## src/rtl/lc3b_ctypes.sv

```systemverilog
// Shared types for the LC-3b cache/memory slice: line-sized data, line
// addresses, the write-back buffer state encoding and address helpers.
package lc3b_ctypes;

  typedef logic [127:0] lc3b_cline;
  typedef logic [11:0]  lc3b_line_addr;
  typedef logic [15:0]  lc3b_word;

  typedef enum logic [2:0] {
    S_EMPTY,
    S_FULL,
    S_DRAIN,
    S_READ,
    S_RESP
  } wb_state_e;

  // Line number of a byte address; the 4-bit offset within the line is dropped.
  function automatic lc3b_line_addr line_of(input lc3b_word addr);
    return addr[15:4];
  endfunction

  // Line-aligned byte address for a line number.
  function automatic lc3b_word line_base(input lc3b_line_addr la);
    return {la, 4'h0};
  endfunction

endpackage

```

## src/rtl/wb_entry_reg.sv

```systemverilog
// Single write-back buffer entry: valid flag, line address and line data.
// Load captures a new line and marks it valid; clear only drops the valid
// flag, the stale address/data stay visible on the memory-side buses.
module wb_entry_reg import lc3b_ctypes::*; (
  input  logic          clk,
  input  logic          reset_n,
  input  logic          load,
  input  logic          clear,
  input  lc3b_line_addr load_addr,
  input  lc3b_cline     load_data,
  output logic          valid,
  output lc3b_line_addr addr,
  output lc3b_cline     data
);

  // Entry storage; load wins over clear if both were ever raised together.
  always_ff @(posedge clk or negedge reset_n) begin
    if (!reset_n) begin
      valid <= 1'b0;
      addr  <= '0;
      data  <= '0;
    end else if (load) begin
      valid <= 1'b1;
      addr  <= load_addr;
      data  <= load_data;
    end else if (clear) begin
      valid <= 1'b0;
    end
  end

endmodule

```

## src/rtl/pmem_wb_buffer.sv

```systemverilog
// One-line write-back buffer between the cache and physical memory.
// A cache write is acknowledged as soon as it is buffered and drained to
// memory afterwards; cache reads go to memory once the buffer is empty.
// Build option: define WB_READ_FORWARD_EN to let a read that hits the
// buffered line be served from the buffer while it waits in S_FULL.
module pmem_wb_buffer import lc3b_ctypes::*; (
  input  logic          clk,
  input  logic          reset_n,
  input  logic [15:0]   mem_address,
  input  logic [127:0]  mem_wdata,
  output logic [127:0]  mem_rdata,
  input  logic          mem_read,
  input  logic          mem_write,
  output logic          mem_resp,
  output logic [15:0]   pmem_address,
  output logic [127:0]  pmem_wdata,
  input  logic [127:0]  pmem_rdata,
  output logic          pmem_read,
  output logic          pmem_write,
  input  logic          pmem_resp
);

`ifdef WB_READ_FORWARD_EN
  localparam bit FWD_EN = 1'b1;
`else
  localparam bit FWD_EN = 1'b0;
`endif

  wb_state_e     state;
  logic          entry_valid;
  lc3b_line_addr entry_addr;
  lc3b_cline     entry_data;
  logic          entry_load;
  logic          entry_clear;
  logic          addr_hit;

  // Only the line number takes part in the match; byte offset is ignored.
  assign addr_hit    = entry_valid && (line_of(mem_address) == entry_addr);
  assign entry_load  = (state == S_EMPTY) && mem_write;
  assign entry_clear = (state == S_DRAIN) && pmem_resp;

  wb_entry_reg u_entry (
    .clk       (clk),
    .reset_n   (reset_n),
    .load      (entry_load),
    .clear     (entry_clear),
    .load_addr (line_of(mem_address)),
    .load_data (mem_wdata),
    .valid     (entry_valid),
    .addr      (entry_addr),
    .data      (entry_data)
  );

  // Memory address follows the pending read during S_READ, else the buffered line.
  always_comb begin
    pmem_address = line_base(entry_addr);
    if (state == S_READ) pmem_address = line_base(line_of(mem_address));
  end

  assign pmem_wdata = entry_data;

  // Buffer FSM; strobes are registered together with the state they belong to.
  always_ff @(posedge clk or negedge reset_n) begin
    if (!reset_n) begin
      state      <= S_EMPTY;
      mem_rdata  <= '0;
      mem_resp   <= 1'b0;
      pmem_read  <= 1'b0;
      pmem_write <= 1'b0;
    end else begin
      mem_resp <= 1'b0;
      case (state)
        S_EMPTY: begin
          if (mem_write) begin
            state    <= S_RESP;
            mem_resp <= 1'b1;
          end else if (mem_read) begin
            state     <= S_READ;
            pmem_read <= 1'b1;
          end
        end
        S_FULL: begin
          if (FWD_EN && mem_read && addr_hit) begin
            mem_rdata <= entry_data;
            state     <= S_RESP;
            mem_resp  <= 1'b1;
          end else begin
            state      <= S_DRAIN;
            pmem_write <= 1'b1;
          end
        end
        S_DRAIN: begin
          if (pmem_resp) begin
            state      <= S_EMPTY;
            pmem_write <= 1'b0;
          end
        end
        S_READ: begin
          if (pmem_resp) begin
            mem_rdata <= pmem_rdata;
            pmem_read <= 1'b0;
            state     <= S_RESP;
            mem_resp  <= 1'b1;
          end
        end
        S_RESP: begin
          state <= entry_valid ? S_FULL : S_EMPTY;
        end
        default: begin
          state      <= S_EMPTY;
          pmem_read  <= 1'b0;
          pmem_write <= 1'b0;
        end
      endcase
    end
  end

endmodule

```

## config.mk

```make
export PLATFORM = sky130hd
export DESIGN_NAME = pmem_wb_buffer
export DESIGN_NICKNAME = d
export VERILOG_FILES = /design/src/rtl/lc3b_ctypes.sv /design/src/rtl/wb_entry_reg.sv /design/src/rtl/pmem_wb_buffer.sv
export SDC_FILE = /design/constraint.sdc
export NUM_CORES = 1
export LEC_CHECK = 0
export BUFFER_PORTS_ARGS = -buffer_cell sky130_fd_sc_hd__buf_4
export CORE_AREA = 2 2 218 220
export CTS_BUF_LIST = sky130_fd_sc_hd__clkbuf_2
export DETAILED_ROUTE_END_ITERATION = 6
export DIE_AREA = 0 0 220 222
export HOLD_SLACK_MARGIN = 0.05
export MAX_ROUTING_LAYER = met4
export PLACE_DENSITY = 0.55
export SLEW_MARGIN = 40
export SYNTH_ARGS = -nofsm -noshare
export SYNTH_HDL_FRONTEND = slang
export SYNTH_HIERARCHICAL = 1
export SYNTH_SLANG_ARGS = --single-unit
```

## constraint.sdc

```tcl
create_clock -name clk -period 3.1 [get_ports clk]
set_input_delay 0.155 -clock clk [delete_from_list [all_inputs] [get_ports clk]]
set_output_delay 0.155 -clock clk [all_outputs]
set_load 0.01 [all_outputs]
```

==> reports/metrics.sh, run 1 <==
SYNTH-EDFF-COUNT=0
SYNTH_AREA_UM2=11250
YOSYSWARNINGS=6
GLOBALPLACE.CONGESTION=0.7588
LAST_STEP_REACHED='clock tree synthesis (4_1_cts)'
CTS-RESIZED-GATES=0
DP.FINAL_HPWL_MM=23.79
PIN_COUNT=552
NUMPORTBUFFERS=543
POST-SYNTH-TOP-AREA-FRACTION_PCT=61.19
OUTCOME='aborted with a tool error'
SYN_AVG_CELL_AREA_UM2=18.23
SYNTH_CELL_TYPES=28
HOLDBUFCOUNTCTS=378
POST-SYNTH-TOP-COUNT-CELL='sky130_fd_sc_hd__dfrtp_1'
YOSYS.AREA.TOP_TYPE='sky130_fd_sc_hd__dfrtp_1'
CHIPHEIGHT_UM=222
SYNTH_SEQ_CELLS=275
SYNTHARSTFLOPSHARE_PCT=100.0
SYNTH_COMMON_CELLS='275 x sky130_fd_sc_hd__dfrtp_1, 187 x sky130_fd_sc_hd__mux2_4, 93 x sky130_fd_sc_hd__mux2_2'
CLOCKROOTBUFFER='sky130_fd_sc_hd__clkbuf_2'
POST_CTS_BUFFERS=0
YS_TOP_CELLS_BY_AREA='sky130_fd_sc_hd__dfrtp_1 61%, sky130_fd_sc_hd__mux2_4 25%, sky130_fd_sc_hd__mux2_2 9.3%'
TOOLERRORMSG='[ERROR RSZ-0060] Max buffer count reached.'
SYNTH-MAIN-FF-CELL='sky130_fd_sc_hd__dfrtp_1'
CTSHTREEMAXLEVEL=3
CLK_PATH_BUF_DEPTH=3
STD_CELL_ROWS=79
INITIAL_UTILIZATION_PCT=24.31
SYNTH-SEQ-AREA-SHARE_PCT=61.19
POST_SYNTH_INST_COUNT=617
DP_WORST_SETUP_SLACK_PS=837.4
DIE_WD_UM=220
CTS.SINK_COUNT=275
CTS_MADE_BUFFERS=80
logic make-up after synthesis:
logic type,Yosys count,share of synthesized area (%)
simple gates,10,0.6564
compound gates,8,0.5452
buf+inv,42,3.204
mux,281,34.37
flops,275,61.19
other cells,1,0.03335
stage by stage:
| stage | area, um^2 | hold slack [ps] | cells |
|---|---|---|---|
| 3_5_place_dp | 15980 | 264.2 | 1748 |
| 3_3_place_gp | 15980 | 257.1 | 1748 |
| 2_1_floorplan | 11260 | -140.6 | 620 |
==> inputs of run 2 (changes only) <==
--- a/config.mk
+++ b/config.mk
@@ -6,13 +6,10 @@
 export NUM_CORES = 1
 export LEC_CHECK = 0
 export BUFFER_PORTS_ARGS = -buffer_cell sky130_fd_sc_hd__buf_4
-export CORE_AREA = 2 2 218 220
-export CTS_BUF_LIST = sky130_fd_sc_hd__clkbuf_2
+export CORE_MARGIN = 2
+export CORE_UTILIZATION = 20
 export DETAILED_ROUTE_END_ITERATION = 6
-export DIE_AREA = 0 0 220 222
-export HOLD_SLACK_MARGIN = 0.05
-export MAX_ROUTING_LAYER = met4
-export PLACE_DENSITY = 0.55
+export PLACE_DENSITY_LB_ADDON = 0.15
 export SLEW_MARGIN = 40
 export SYNTH_ARGS = -nofsm -noshare
 export SYNTH_HDL_FRONTEND = slang
==> reports/metrics.sh, run 2 <==
SETUP-TNS-FINAL_PS=0
POST_SYNTH_INST_COUNT=617  # unchanged
TIMING.RR.END='mem_rdata[108]'
DRTPASS1ITERATIONS=4
DETAILED_PLACE.AREA_UM2=16180  # +1.2%
FINAL_COMMON_CELL='sky130_fd_sc_hd__buf_4'
TOTAL_POWER_mW=19.06
GRT_MAX_DEGREE=62
WORSTREG2REGSTART='state[2]'
STD_CELL_ROWS=86  # +8.9%
INITIAL_UTILIZATION_PCT=20.33  # -4.0 points
POST-SYNTH-TOP-COUNT-CELL='sky130_fd_sc_hd__dfrtp_1'
DIE_WD_UM=241.1  # +9.6%
WORST_PATH_FANOUT_MAX=29
REGTOREGSETUPSLACK_PS=830
CHIPHEIGHT_UM=241.1  # +8.6%
GR-USAGE-ALL-LAYERS_PCT=11.96
POWER.DENSITY_CELL_AREA_nW_PER_UM2=950.0
FMAX_GHz=0.4414
CLK_PATH_BUF_DEPTH=3  # unchanged
CTSHTREEMAXLEVEL=2  # -1
SYNTH_AREA_UM2=11250  # unchanged
SYNTHARSTFLOPSHARE_PCT=100.0  # unchanged
AREA_DELTA_SYNTH_FINAL_PCT=78.40
FINAL_CELL_COUNT_NO_FILL=2224
SYNTH-MAIN-FF-CELL='sky130_fd_sc_hd__dfrtp_1'
POSTROUTEWIRELENGTH_MM=36.31
NUM-NETS-FINAL=1729
REG_TOP3='mem_rdata x128, u_entry/data x128, u_entry/addr x12'
TIMING.SETUP.CRITICAL_PATH_CLASS='flop to flop'
DP.FINAL_HPWL_MM=25.53  # +7.3%
ROUTE.ANTENNA.REMAINING_NETS=0
OUTCOME='finished clean'
HOLDBUFCOUNTCTS=273  # -28%
SYNTH_CELL_TYPES=28  # unchanged
CTS_MADE_BUFFERS=36  # -55%
NUMPORTBUFFERS=543  # unchanged
PIN_COUNT=552  # unchanged
CTS.SINK_COUNT=275  # unchanged
SETUP_VIOL=0
SYN_AVG_CELL_AREA_UM2=18.23  # unchanged
YOSYS.AREA.TOP_TYPE='sky130_fd_sc_hd__dfrtp_1'
PERIOD_MINUS_SLACK_PS=2266
REG2REGPATHDEPTH=4
VDD.IR_DROP.WORST_mV=0.4593
WL_PER_CELL_UM=16.32
WORST_SLEW_PIN_SLEW_PS=570.6
YS_TOP_CELLS_BY_AREA='sky130_fd_sc_hd__dfrtp_1 61%, sky130_fd_sc_hd__mux2_4 25%, sky130_fd_sc_hd__mux2_2 9.3%'
LEAKAGEPOWER_nW=9.853
REQUIRED_PS=3510
MIN-DELAY-PATH-CLASS='input port to asynchronous set/reset pin'
TIMING.CRITICAL_PATH.TO_TYPE='flop'
DRV_SLEW=0
DR.FIRST_ITER.DRC_COUNT=221
POST-SYNTH-TOP-AREA-FRACTION_PCT=61.19  # unchanged
AREA_OF_THE_CORE_REGION_UM2=55310
PERIOD_SHARE_PCT=73.09
SYNTH-SEQ-AREA-SHARE_PCT=61.19  # unchanged
CTS-RESIZED-GATES=0  # unchanged
SYNTH_COMMON_CELLS='275 x sky130_fd_sc_hd__dfrtp_1, 187 x sky130_fd_sc_hd__mux2_4, 93 x sky130_fd_sc_hd__mux2_2'
CTS_TREE='built'
FINAL_SETUP_SKEW_PS=10.33
FP.DIEAREA_UM2=58140
TIMING.MAX_CAP.VIOLATIONS=0
SETUP_REPAIR_AFTER_GLOBAL_ROUTING_MISSED_ITS_MARGIN='false'
GLOBALPLACE.CONGESTION=0.7203  # -5.1%
VIA_COUNT_OF_THE_FIRST_GLOBAL_ROUTING_PASS=9184
CLK_TRANSITION_REPORTED_PATHS_PS=50
REPORT.FINAL.HOLD_VIOL_COUNT=0
GRT_ANTENNA_BEFORE_REPAIR=0
NUM_ANTENNA_CELLS=0
POST_CTS_BUFFERS=0  # unchanged
GRT_PASS1_WL_MM=53.76
RELATIVE_SLEW_SLACK_PCT=61.96
SYNTH_SEQ_CELLS=275  # unchanged
VIA_COUNT=8324
YOSYSWARNINGS=6  # unchanged
SYNTH-EDFF-COUNT=0  # unchanged
CLOCKROOTBUFFER='sky130_fd_sc_hd__clkbuf_16'
NUMPLACEDINSTANCES=1889  # +8.1%
FIN_AREA_UM2=20060
MOST-COMMON-LAYOUT-CELLS='549 x sky130_fd_sc_hd__buf_4, 275 x sky130_fd_sc_hd__dfrtp_1, 273 x sky130_fd_sc_hd__dlygate4sd3_1'
CLOCK_LATENCY_PS=520
ARRIVAL_TIME_AT_THE_WORST_ENDPOINT_PS=2670
FRACTION_OF_LAYOUT_CELLS_WITH_A_SIZE_SUFFIX_ABOVE_1_PCT=60.84
DETAIL_ROUTE.DRC_VIOLATIONS=0
OVERFLOW=0
DRT-VIAS-PER-INSTANCE=3.743
START_KIND='flop'
==> run 2: area by class of cell <==
cell class | count | area (um^2)
clock buffer | 52 | 1072
clock inverter | 10 | 77.57
timing repair buffer | 832 | 7057
inverter | 4 | 15.01
multi-input combinational | 303 | 4024
sequential | 275 | 6882
tap | 748 | 935.9
fill | 5428 | 35250
==> run 2: routing by layer <==
layer | vias to the layer above | part of all wire [%] | global-route usage, %
met2 | 303 | 51 | 20.93
met4 | 0 | 3.0 | 4.639
met3 | 64 | 7.8 | 3.752
met1 | 4119 | 38 | 13.54
li1 | 3838 | - | -
met5 | - | 0 | 0
==> run 2: worst max-delay path by stage <==
stage	start	endpoint	slack [ps]	cells past startpoint
6_report	state[2]	mem_rdata[108]	830	4
5_1_grt	state[0]	mem_rdata[108]	660	4
4_1_cts	state[2]	mem_rdata[108]	730	4
3_5_place_dp	state[0]	mem_rdata[101]	720	4
3_3_place_gp	state[0]	mem_rdata[106]	720	4
2_1_floorplan	state[1]	u_entry/data[100]	1280	6
==> run 2: power breakdown <==
| part | leakage (nW) | switching [mW] | total [mW] | internal, mW |
|---|---|---|---|---|
| combinational | 5.98 | 3.21 | 8.52 | 5.31 |
| clock | 0.573 | 1.61 | 4.08 | 2.47 |
| sequential | 3.30 | 1.05 | 6.46 | 5.41 |
==> run 2: cells by family after synthesis <==
family,share of synthesized area [%]
buf+inv,3.204
simple gates,0.6564
compound gates,0.5452
flops,61.19
mux,34.37
other cells,0.03335
==> run 2: worst max-delay path, stage by stage (launching register included) <==
cell	delay (ps)
sky130_fd_sc_hd__dfrtp_1	460
sky130_fd_sc_hd__nand3b_4	350
sky130_fd_sc_hd__or2_4	540
sky130_fd_sc_hd__buf_4	410
sky130_fd_sc_hd__mux2_2	380
==> run 2: per-stage QoR <==
| stage | hold slack, ps | setup WS [ps] | utilization [%] |
|---|---|---|---|
| final | 112.0 | 834.3 | 36.28 |
| after global routing | 105.4 | 661.7 | 36.28 |
| after CTS | 62.55 | 726.9 | 36.28 |
| after detailed placement | 59.24 | 715.9 | 29.26 |
| after global placement | 265.8 | 723.6 | 29.21 |
| after floorplan | -140.6 | 1279 | - |
Power figures use the tool's default switching activity.
